--- config.mk ---
export PLATFORM = sky130hd
export DESIGN_NAME = hist_readout_master_flat
export DESIGN_NICKNAME = d
export VERILOG_FILES = /design/src/rtl/hist_pkg.sv /design/src/rtl/hist_readout_master_if.sv /design/src/rtl/hist_wait_timer.sv /design/src/rtl/hist_readout_master.sv /design/src/flat_wrapper.sv
export SDC_FILE = /design/constraint.sdc
export NUM_CORES = 1
export LEC_CHECK = 0
export BUFFER_PORTS_ARGS = -buffer_cell sky130_fd_sc_hd__buf_2
export CAP_MARGIN = 10
export CORE_ASPECT_RATIO = 1.1
export CORE_UTILIZATION = 30
export DETAILED_ROUTE_END_ITERATION = 8
export PLACE_DENSITY = 0.6
export SYNTH_ARGS = -nofsm -noshare
export SYNTH_HDL_FRONTEND = slang
export SYNTH_HIERARCHICAL = 1
export SYNTH_SLANG_ARGS = --single-unit
--- constraint.sdc ---
create_clock -name clk -period 2.74 [get_ports clk]
set_input_delay 0.548 -clock clk [delete_from_list [all_inputs] [get_ports clk]]
set_output_delay 0.548 -clock clk [all_outputs]
set_load 0.05 [all_outputs]
--- src/rtl/hist_pkg.sv ---
// Shared types, widths and address helper for the histogram readout master.
package hist_pkg;

  localparam int unsigned HIST_DATA_W = 32;
  localparam int unsigned HIST_ADDR_W = 32;
  localparam int unsigned HIST_IDX_W  = 8;

  localparam logic [HIST_DATA_W-1:0] HIST_TIMEOUT_FILL = 32'h0;

  typedef enum logic [2:0] {
    IDLE,
    ISSUE,
    WAIT,
    PUSH,
    CLEAR,
    DONE
  } rd_state_t;

  // Bin address; wraps modulo 2^32.
  function automatic logic [HIST_ADDR_W-1:0] bin_addr(
    input logic [HIST_ADDR_W-1:0] base,
    input logic [HIST_IDX_W-1:0]  idx,
    input logic [HIST_ADDR_W-1:0] stride
  );
    return base + (HIST_ADDR_W'(idx) * stride);
  endfunction

endpackage

--- src/rtl/hist_readout_master_if.sv ---
// Register-bus request/response plus bin-count stream seen by the readout master.
interface hist_readout_master_if;
  import hist_pkg::*;

  logic [HIST_ADDR_W-1:0] m_addr;
  logic                   m_read;
  logic                   m_write;
  logic [HIST_DATA_W-1:0] m_writedata;
  logic [HIST_DATA_W-1:0] s_readdata;
  logic                   s_readvalid;
  logic [HIST_DATA_W-1:0] out_data;
  logic [HIST_IDX_W-1:0]  out_idx;
  logic                   out_valid;
  logic                   out_ready;

  modport master (
    output m_addr, m_read, m_write, m_writedata,
    output out_data, out_idx, out_valid,
    input  s_readdata, s_readvalid, out_ready
  );

  modport slave (
    input  m_addr, m_read, m_write, m_writedata,
    input  out_data, out_idx, out_valid,
    output s_readdata, s_readvalid, out_ready
  );

endinterface

--- src/rtl/hist_wait_timer.sv ---
// Clear/enable cycle counter with a terminal count at TIMEOUT_CYCLES-1.
module hist_wait_timer #(
  parameter int unsigned TIMEOUT_CYCLES = 16
) (
  input  logic clk,
  input  logic rst,
  input  logic clr,
  input  logic en,
  output logic tc_c
);

  localparam int unsigned CNT_W = (TIMEOUT_CYCLES > 2) ? $clog2(TIMEOUT_CYCLES) : 1;

  logic [CNT_W-1:0] count;

  always_ff @(posedge clk) begin
    if (rst || clr) begin
      count <= '0;
    end else if (en) begin
      count <= count + CNT_W'(1);
    end
  end

  assign tc_c = (count == CNT_W'(TIMEOUT_CYCLES - 1));

endmodule

--- src/rtl/hist_readout_master.sv ---
// Sweeps histogram bins over the register bus and streams each count out.
// HIST_CLEAR_ON_READ_EN: write 0 back to each bin after it has been streamed.
module hist_readout_master
  import hist_pkg::*;
#(
  parameter int unsigned            NUM_BINS       = 3,
  parameter logic [HIST_ADDR_W-1:0] BASE_ADDR      = 32'h0000_0000,
  parameter logic [HIST_ADDR_W-1:0] ADDR_STRIDE    = 32'd1,
  parameter int unsigned            TIMEOUT_CYCLES = 16
) (
  input  logic clk,
  input  logic rst,
  input  logic start,
  output logic busy,
  output logic done,
  output logic timeout_err,
  hist_readout_master_if.master bus
);

  rd_state_t              state;
  logic [HIST_IDX_W-1:0]  idx;
  logic [HIST_IDX_W-1:0]  idx_next_c;
  logic [HIST_ADDR_W-1:0] next_addr_c;
  logic                   last_bin_c;
  logic                   tmr_clr_c;
  logic                   tmr_en_c;
  logic                   tmr_tc_c;

  assign idx_next_c  = idx + HIST_IDX_W'(1);
  assign next_addr_c = bin_addr(BASE_ADDR, idx_next_c, ADDR_STRIDE);
  assign last_bin_c  = (idx == HIST_IDX_W'(NUM_BINS - 1));

  // Timer only advances while waiting on a missing response.
  assign tmr_clr_c = (state == ISSUE);
  assign tmr_en_c  = (state == WAIT) && !bus.s_readvalid && !tmr_tc_c;

  hist_wait_timer #(
    .TIMEOUT_CYCLES(TIMEOUT_CYCLES)
  ) u_wait_timer (
    .clk (clk),
    .rst (rst),
    .clr (tmr_clr_c),
    .en  (tmr_en_c),
    .tc_c(tmr_tc_c)
  );

  assign bus.m_writedata = '0;

`ifndef HIST_CLEAR_ON_READ_EN
  assign bus.m_write = 1'b0;
`endif

  always_ff @(posedge clk) begin
    if (rst) begin
      state         <= IDLE;
      idx           <= '0;
      busy          <= 1'b0;
      done          <= 1'b0;
      timeout_err   <= 1'b0;
      bus.m_addr    <= '0;
      bus.m_read    <= 1'b0;
      bus.out_data  <= '0;
      bus.out_idx   <= '0;
      bus.out_valid <= 1'b0;
`ifdef HIST_CLEAR_ON_READ_EN
      bus.m_write   <= 1'b0;
`endif
    end else begin
      bus.m_read <= 1'b0;
      done       <= 1'b0;
`ifdef HIST_CLEAR_ON_READ_EN
      bus.m_write <= 1'b0;
`endif
      case (state)
        IDLE: begin
          if (start) begin
            idx         <= '0;
            timeout_err <= 1'b0;
            busy        <= 1'b1;
            bus.m_addr  <= bin_addr(BASE_ADDR, HIST_IDX_W'(0), ADDR_STRIDE);
            bus.m_read  <= 1'b1;
            state       <= ISSUE;
          end
        end
        ISSUE: state <= WAIT;
        WAIT: begin
          if (bus.s_readvalid) begin
            bus.out_data  <= bus.s_readdata;
            bus.out_idx   <= idx;
            bus.out_valid <= 1'b1;
            state         <= PUSH;
          end else if (tmr_tc_c) begin
            bus.out_data  <= HIST_TIMEOUT_FILL;
            bus.out_idx   <= idx;
            bus.out_valid <= 1'b1;
            timeout_err   <= 1'b1;
            state         <= PUSH;
          end
        end
        PUSH: begin
          if (bus.out_ready) begin
            bus.out_valid <= 1'b0;
`ifdef HIST_CLEAR_ON_READ_EN
            bus.m_write   <= 1'b1;
            state         <= CLEAR;
`else
            if (last_bin_c) begin
              done  <= 1'b1;
              state <= DONE;
            end else begin
              idx        <= idx_next_c;
              bus.m_addr <= next_addr_c;
              bus.m_read <= 1'b1;
              state      <= ISSUE;
            end
`endif
          end
        end
        // m_addr still points at the bin just streamed during the clear write.
        CLEAR: begin
          if (last_bin_c) begin
            done  <= 1'b1;
            state <= DONE;
          end else begin
            idx        <= idx_next_c;
            bus.m_addr <= next_addr_c;
            bus.m_read <= 1'b1;
            state      <= ISSUE;
          end
        end
        DONE: begin
          busy  <= 1'b0;
          state <= IDLE;
        end
        default: state <= IDLE;
      endcase
    end
  end

endmodule

--- src/flat_wrapper.sv ---
// flat-port wrapper written by rule: the top's interface ports become plain ports
module hist_readout_master_flat import hist_pkg::*;
#(
  parameter int unsigned            NUM_BINS       = 3,
  parameter logic [HIST_ADDR_W-1:0] BASE_ADDR      = 32'h0000_0000,
  parameter logic [HIST_ADDR_W-1:0] ADDR_STRIDE    = 32'd1,
  parameter int unsigned            TIMEOUT_CYCLES = 16
)
  (clk, rst, start, busy, done, timeout_err, bus_m_addr, bus_m_read, bus_m_write, bus_m_writedata, bus_out_data, bus_out_idx, bus_out_valid, bus_s_readdata, bus_s_readvalid, bus_out_ready);
  hist_readout_master_if bus_i ();
  input  logic clk;
  input  logic rst;
  input  logic start;
  output logic busy;
  output logic done;
  output logic timeout_err;
  output wire logic [$bits(bus_i.m_addr)-1:0] bus_m_addr;
  output wire logic [$bits(bus_i.m_read)-1:0] bus_m_read;
  output wire logic [$bits(bus_i.m_write)-1:0] bus_m_write;
  output wire logic [$bits(bus_i.m_writedata)-1:0] bus_m_writedata;
  output wire logic [$bits(bus_i.out_data)-1:0] bus_out_data;
  output wire logic [$bits(bus_i.out_idx)-1:0] bus_out_idx;
  output wire logic [$bits(bus_i.out_valid)-1:0] bus_out_valid;
  input wire logic [$bits(bus_i.s_readdata)-1:0] bus_s_readdata;
  input wire logic [$bits(bus_i.s_readvalid)-1:0] bus_s_readvalid;
  input wire logic [$bits(bus_i.out_ready)-1:0] bus_out_ready;
  assign bus_m_addr = bus_i.m_addr;
  assign bus_m_read = bus_i.m_read;
  assign bus_m_write = bus_i.m_write;
  assign bus_m_writedata = bus_i.m_writedata;
  assign bus_out_data = bus_i.out_data;
  assign bus_out_idx = bus_i.out_idx;
  assign bus_out_valid = bus_i.out_valid;
  assign bus_i.s_readdata = bus_s_readdata;
  assign bus_i.s_readvalid = bus_s_readvalid;
  assign bus_i.out_ready = bus_out_ready;
  hist_readout_master #(.NUM_BINS(NUM_BINS), .BASE_ADDR(BASE_ADDR), .ADDR_STRIDE(ADDR_STRIDE), .TIMEOUT_CYCLES(TIMEOUT_CYCLES)) u_core (.clk(clk), .rst(rst), .start(start), .busy(busy), .done(done), .timeout_err(timeout_err), .bus(bus_i));
endmodule
# [Word level (Yosys, flattened, before mapping)]
# Index checks and enable logic that the tools add are counted.
[word_totals] reg_bits=92 latchBits=0 ram_bits=0 mem_bits_ro=0 inputBits=37 out_inout_bits=110 n_memories=0
[classes] addsub=2 n_mul=0 n_div=0 magnitude_cmp=0 eq_ne=12 shifts=0 n_mux=34 bitwise_logic=0 n_reduce_logical=17
[ops] operator="32-bit two-way mux" n=5
[ops] operator="32-bit case mux with 3 select lines" n=1
[ops] operator="8-bit two-way mux" n=5
[ops] operator="8-bit case mux with 3 select lines" n=1
[ops] operator="3-bit two-way mux" n=5
[ops] operator="3-bit case mux with 5 select lines" n=1
[ops] operator="1-bit two-way mux" n=11
[ops] operator="3-bit AND reduction" n=3
[ops] operator="8-bit by 1-bit adder with 8-bit output (second input constant)" n=1
[ops] operator="8-bit by 2-bit equality test with 1-bit output (second input constant)" n=1
[ops] operator="1-bit case mux with 2 select lines" n=4
[ops] operator="2-bit nonzero test" n=4
[ops] operator="3-bit by 2-bit equality test with 1-bit output (second input constant)" n=2
[ops] operator="3-bit equality test (second input constant)" n=2
[ops] operator="2-bit inequality test (second input constant)" n=3
[ops] operator="4-bit by 1-bit adder with 4-bit output (second input constant)" n=1
[ops] operator="4-bit equality test (second input constant)" n=1
[ops] operator="2-bit AND reduction" n=2
[ops] operator="4-bit AND reduction" n=1
[ops] operator="3-bit by 1-bit equality test with 1-bit output (second input constant)" n=1
[ops] operator="3-bit logical NOT" n=1
[ops] operator="3-bit by 2-bit inequality test with 1-bit output (second input constant)" n=1
[ops] operator="1-bit case mux with 3 select lines" n=1
[ops] operator="3-bit nonzero test" n=1
[ops] operator="4 further kinds" n=6

# [Depth between registers and ports, before layout]
[logic_depth] depth_word=4 depth_mapped=7 mapped_depth_nobuf=6

# [Hierarchy]
# The synthesis kept the hierarchy.
[modules_own_cells] mod="hist_readout_master" instances=1 cells_per_inst=295 area_per_inst_um2=2552.4 seq_area_each_um2=1121.1
[modules_own_cells] mod="hist_wait_timer" instances=1 cells_per_inst=18 area_per_inst_um2=193.9 seq_area_each_um2=80.1

# [Worst setup path after synthesis]
# No wires, ideal clock.
[synth_path] path_kind="register -> register" startpoint="register u_core/bus.m_addr[1] (netlist name)" endpoint="register u_core.bus.m_addr[5]" t_arrival_ps=2027 path_slack_ps=638 stages_incl_launch_ff=7 path_buffers=1 synth_period_minus_slack_ps=2102 cell_sequence="dfxtp_1 -> ha_1 -> nor4b_2 -> a22oi_2 -> or3_1 -> buf_2 -> a31oi_1"
[synth_lines] element="to (signal assigned)" line_no="hist_readout_master.sv:80" rtl="bus.m_addr <= bin_addr(BASE_ADDR, HIST_IDX_W'(0), ADDR_STRIDE);"
[synth_lines] element="to (signal assigned)" line_no="hist_readout_master.sv:112" rtl="bus.m_addr <= next_addr_c;"
[synth_lines] element="to (signal assigned)" line_no="hist_readout_master.sv:126" rtl="bus.m_addr <= next_addr_c;"
[synth_lines] element="to (decl)" line_no="hist_readout_master_if.sv:17" rtl="output m_addr, m_read, m_write, m_writedata,"

# [Worst setup path after layout]
[layout_path] startpoint="register u_core.state[1]" endpoint="register u_core.u_wait_timer.count[3]"
[layout_between] elab_chain_cells=3 word_cells_on_any_way=5 cone_classes="eq/ne: 2; reduce/logical: 3"
[layout_lines] element="from (decl)" line_no="hist_readout_master.sv:20" rtl="rd_state_t state;"
[layout_lines] element="from (signal assigned)" line_no="hist_readout_master.sv:55" rtl="state <= IDLE;"
[layout_lines] element="from (signal assigned)" line_no="hist_readout_master.sv:82" rtl="state <= ISSUE;"
[layout_lines] element="from (signal assigned)" line_no="hist_readout_master.sv:85" rtl="ISSUE: state <= WAIT;"
[layout_lines] element="3-bit by 2-bit equality test with 1-bit output" line_no="hist_readout_master.sv:35" rtl="assign tmr_en_c = (state == WAIT) && !bus.s_readvalid && !tmr_tc_c;"
[layout_lines] element="1-bit logical AND (2 in series)" line_no="hist_readout_master.sv:35"
[layout_lines] element="via u_core.tmr_en_c" line_no="hist_readout_master.sv:26" rtl="logic tmr_en_c;"
[layout_lines] element="to (signal assigned)" line_no="hist_wait_timer.sv:20" rtl="count <= count + CNT_W'(1);"
[layout_lines] element="to (decl)" line_no="hist_wait_timer.sv:14" rtl="logic [CNT_W-1:0] count;"
# The timed path passes the listed nets, and every way through them passes these cells.
# A chain may end at the register's enable or synchronous reset.

==> impl_metrics.csv <==
group,metric,value,unit
worst_setup_path,slowest_delay,610,ps
worst_setup_path,setup.worst_path.class,"reg -> reg",
worst_setup_path,r2r_setup_slack,650,ps
clock_tree,cts_made_buffers,9,
detailed_routing,drtIter0Drc,90,
global_route,grt_pass1_vias,1920,
layout,postLayoutCellArea,3270,sq um
logic_synthesis,synth_top_cell_by_area,"dfxtp_1",
timing,drv_slew,0,
power_and_ir_drop,fin_total_pwr,2.05,mW
detailed_routing,post-route-drc-count,0,
min_path,min_to,"u_core/state[1]",
timing,worstMarginPinSlew,763,ps
outcome,status,"finished, final reports clean",
timing,setup-violations-final,0,
clock_tree,cts.hold.buffers_added,0,
clock_tree,clkSinkCount,60,
logic_synthesis,yosys_warnings,6,
worst_setup_path,r2r_end,"u_core/u_wait_timer/count[3]",
detailed_routing,vias,2316,
timing,rsz0062_at_grt,"no",
clock_tree,insertion_delay,330,ps
power_and_ir_drop,power_frac_seq,45.3,%
floorplanning,core_area,8870,sq um
power_and_ir_drop,p_int,1.35,mW
worst_setup_path,crit_top_cell,"nor3b_1",
detailed_routing,dr.pass1.iters,4,
layout,final_util,36.8,%
timing,hold_ws,447,ps
logic_synthesis,yosys-top-cells-area,"dfxtp_1 (44%), buf_4 (16%), a22oi_1 (8.7%)",
global_route,grt-ovfl-total,0,
logic_synthesis,yosysMostFrequentCell,"dfxtp_1",
timing,min_period,2090,ps
layout,final_nets,438,
placed_design,gp_congestion,0.777,
placed_design,post-place-ws,705,ps
worst_setup_path,r2r_start,"u_core/state[1]",
global_route,antenna_found_initial,0,
power_and_ir_drop,switchingPower,702,uW
global_route,grt_usage,12.7,%
layout,final_layout_size_suffix_gt1_share,27.6,%
layout,area_growth,18.9,%
clock_tree,cts_setup_buffers,0,
placed_design,dp_hpwl,4190,microns
worst_setup_path,cp_max_fo,13,
power_and_ir_drop,sw_frac_of_total,34.2,%
clock_tree,ctsResizeCount,0,
floorplanning,pin_count,147,
floorplanning,dieWidth,93.2,microns
floorplanning,dieHeight,102,microns
worst_setup_path,worst-path-stages,5,
logic_synthesis,async_flop_share,0,%
layout,multi_input_area,1250,sq um
detailed_routing,viasPerCell,4.49,
min_path,hp-class,"in -> reg",
worst_setup_path,start_kind,"register",
timing,final-hold-violation-count,0,
flow_run,drv_cap,0,
logic_synthesis,yosysTopAreaCellShare,43.7,%
logic_synthesis,synth-seq-cells,60,
worst_setup_path,arrival,2310,ps
detailed_routing,routed_wl,6040,microns
worst_setup_path,worstPathCellList,"nor3b_1, nor3b_1, buf_4, nand4_2, mux2_4",
clock_tree,clock_path_buffers,2,
power_and_ir_drop,vdd_drop_max,0.251,mV
timing,fin_crit_sh,76.4,%
worst_setup_path,critPathTopFamily,"simple AND/OR/NAND/NOR gates",
detailed_routing,wire_per_inst,11.7,microns
worst_setup_path,cp_num_buf_inv,1,
worst_setup_path,slowest_stage,"nor3b_1",
timing,fmax,478,MHz
clock_tree,clk_pin_slew,60,ps
logic_synthesis,synth_area,2750,sq um
power_and_ir_drop,p_comb_share,20.8,%
layout,seq_area,1200,sq um
logic_synthesis,netlist_top_cells_count,"dfxtp_1 (60), buf_4 (57), nor2_1 (43)",
logic_synthesis,syn_inst,313,
global_route,grt_pass1_wl,9270,microns
clock_tree,h-tree-depth,3,
placed_design,place_area,3100,sq um
worst_setup_path,setup.worst_path.end_class,"register",
clock_tree,cts_tree,"built",
floorplanning,start_util,31.0,%
layout,diodes,0,
logic_synthesis,synth-edff-count,0,
logic_synthesis,yosysUniqueCellTypes,39,
timing,slew_headroom,49.1,%
logic_synthesis,syn_avg_cell_area,8.77,sq um
global_route,grt_start_max_net_pins,33,
placed_design,io_buffers,89,
logic_synthesis,ys_seq_area_share,43.7,%
floorplanning,row_count,36,
timing,postLayoutSetupSlackWorst,647,ps
layout,finalNonFillerCells,516,
power_and_ir_drop,power.density,629,nW/um^2
min_path,hold_path_depth,2,
detailed_routing,antenna_left,0,
worst_setup_path,reg2reg_depth,5,
min_path,hp-start,"bus_out_ready",
placed_design,dp.cells,501,
logic_synthesis,synth_flop_cell,"dfxtp_1",
timing,skew,8.06,ps
power_and_ir_drop,pwr-share-clk,34.0,%
floorplanning,dieArea,9540,sq um
clock_tree,root_buffer,"clkbuf_8",
layout,fillers,901,
worst_setup_path,required,2960,ps
power_and_ir_drop,leakagePower,1.55,nW
timing,fin_tns_setup,0,ps
-- layout by cell type, fill, tap and decap left out, types with 3 or more instances in the layout --
master	count
a21oi_1	15
a22oi_1	32
a31oi_1	12
dfxtp_1	60
nand2b_1	5
conb_1	57
buf_4	3
and3_1	3
nand2_1	20
buf_2	89
nor3b_1	3
nor2_1	43
nor3_1	7
clkbuf_8	11
ha_1	3
inv_1	4
-- worst max path at each step --
stage	start	endpoint	slack, ps
global placement	u_core/state[1]	u_core/u_wait_timer/count[3]	720
CTS	u_core/state[1]	u_core/u_wait_timer/count[3]	690
detailed placement	u_core/state[1]	u_core/u_wait_timer/count[3]	710
floorplan	u_core/bus.m_addr[1]	u_core/bus.m_addr[5]	640
global route	u_core/state[1]	u_core/u_wait_timer/count[3]	490
finish	u_core/state[1]	u_core/u_wait_timer/count[3]	650
-- routing by layer --
metal | wire (microns) | track usage [%]
met1 | 2680 | 14.8
met2 | 2900 | 20.6
met3 | 327 | 3.94
met4 | 131 | 7.34
met5 | 0 | 0
-- registers in the layout, indices dropped and copies added (netlist names) --
register,flops
u_core/u_wait_timer/count,4
u_core/done,1
u_core/bus.m_read,1
u_core/busy,1
u_core/timeout_err,1
u_core/bus.out_data,32
u_core/bus.out_valid,1
u_core/bus.out_idx,8
u_core/bus.m_addr,8
u_core/state,3
-- layout make-up --
class	instances	share of cell area [%]
multi-input combinational	230	38.3
sequential	60	36.8
timing repair buffer	93	14.9
clock buffer	13	4.87
tap	114	4.37
inverter	4	0.460
clock inverter	2	0.307
-- logic make-up after synthesis --
logic type | after synthesis | synth area share, %
and+or+nand+nor | 95 | 16.5
buffers and inverters | 79 | 18.8
AOI/OAI and AO/OA | 71 | 17.8
DFF | 60 | 43.7
adders and majority gates | 3 | 1.37
muxes | 3 | 1.28
other | 1 | 0.137
xor gates and xnor gates | 1 | 0.319
-- power groups by stage --
stage | combinational [mW] | clock (mW) | sequential (mW)
after floorplan | 0.332 | 0 | 1.03
after global placement | 0.425 | 0 | 0.947
after detailed placement | 0.427 | 0 | 0.948
after CTS | 0.428 | 0.725 | 0.929
after global routing | 0.453 | 0.767 | 0.934
final | 0.426 | 0.698 | 0.930
Note: power is estimated with default switching activity, not from simulation.
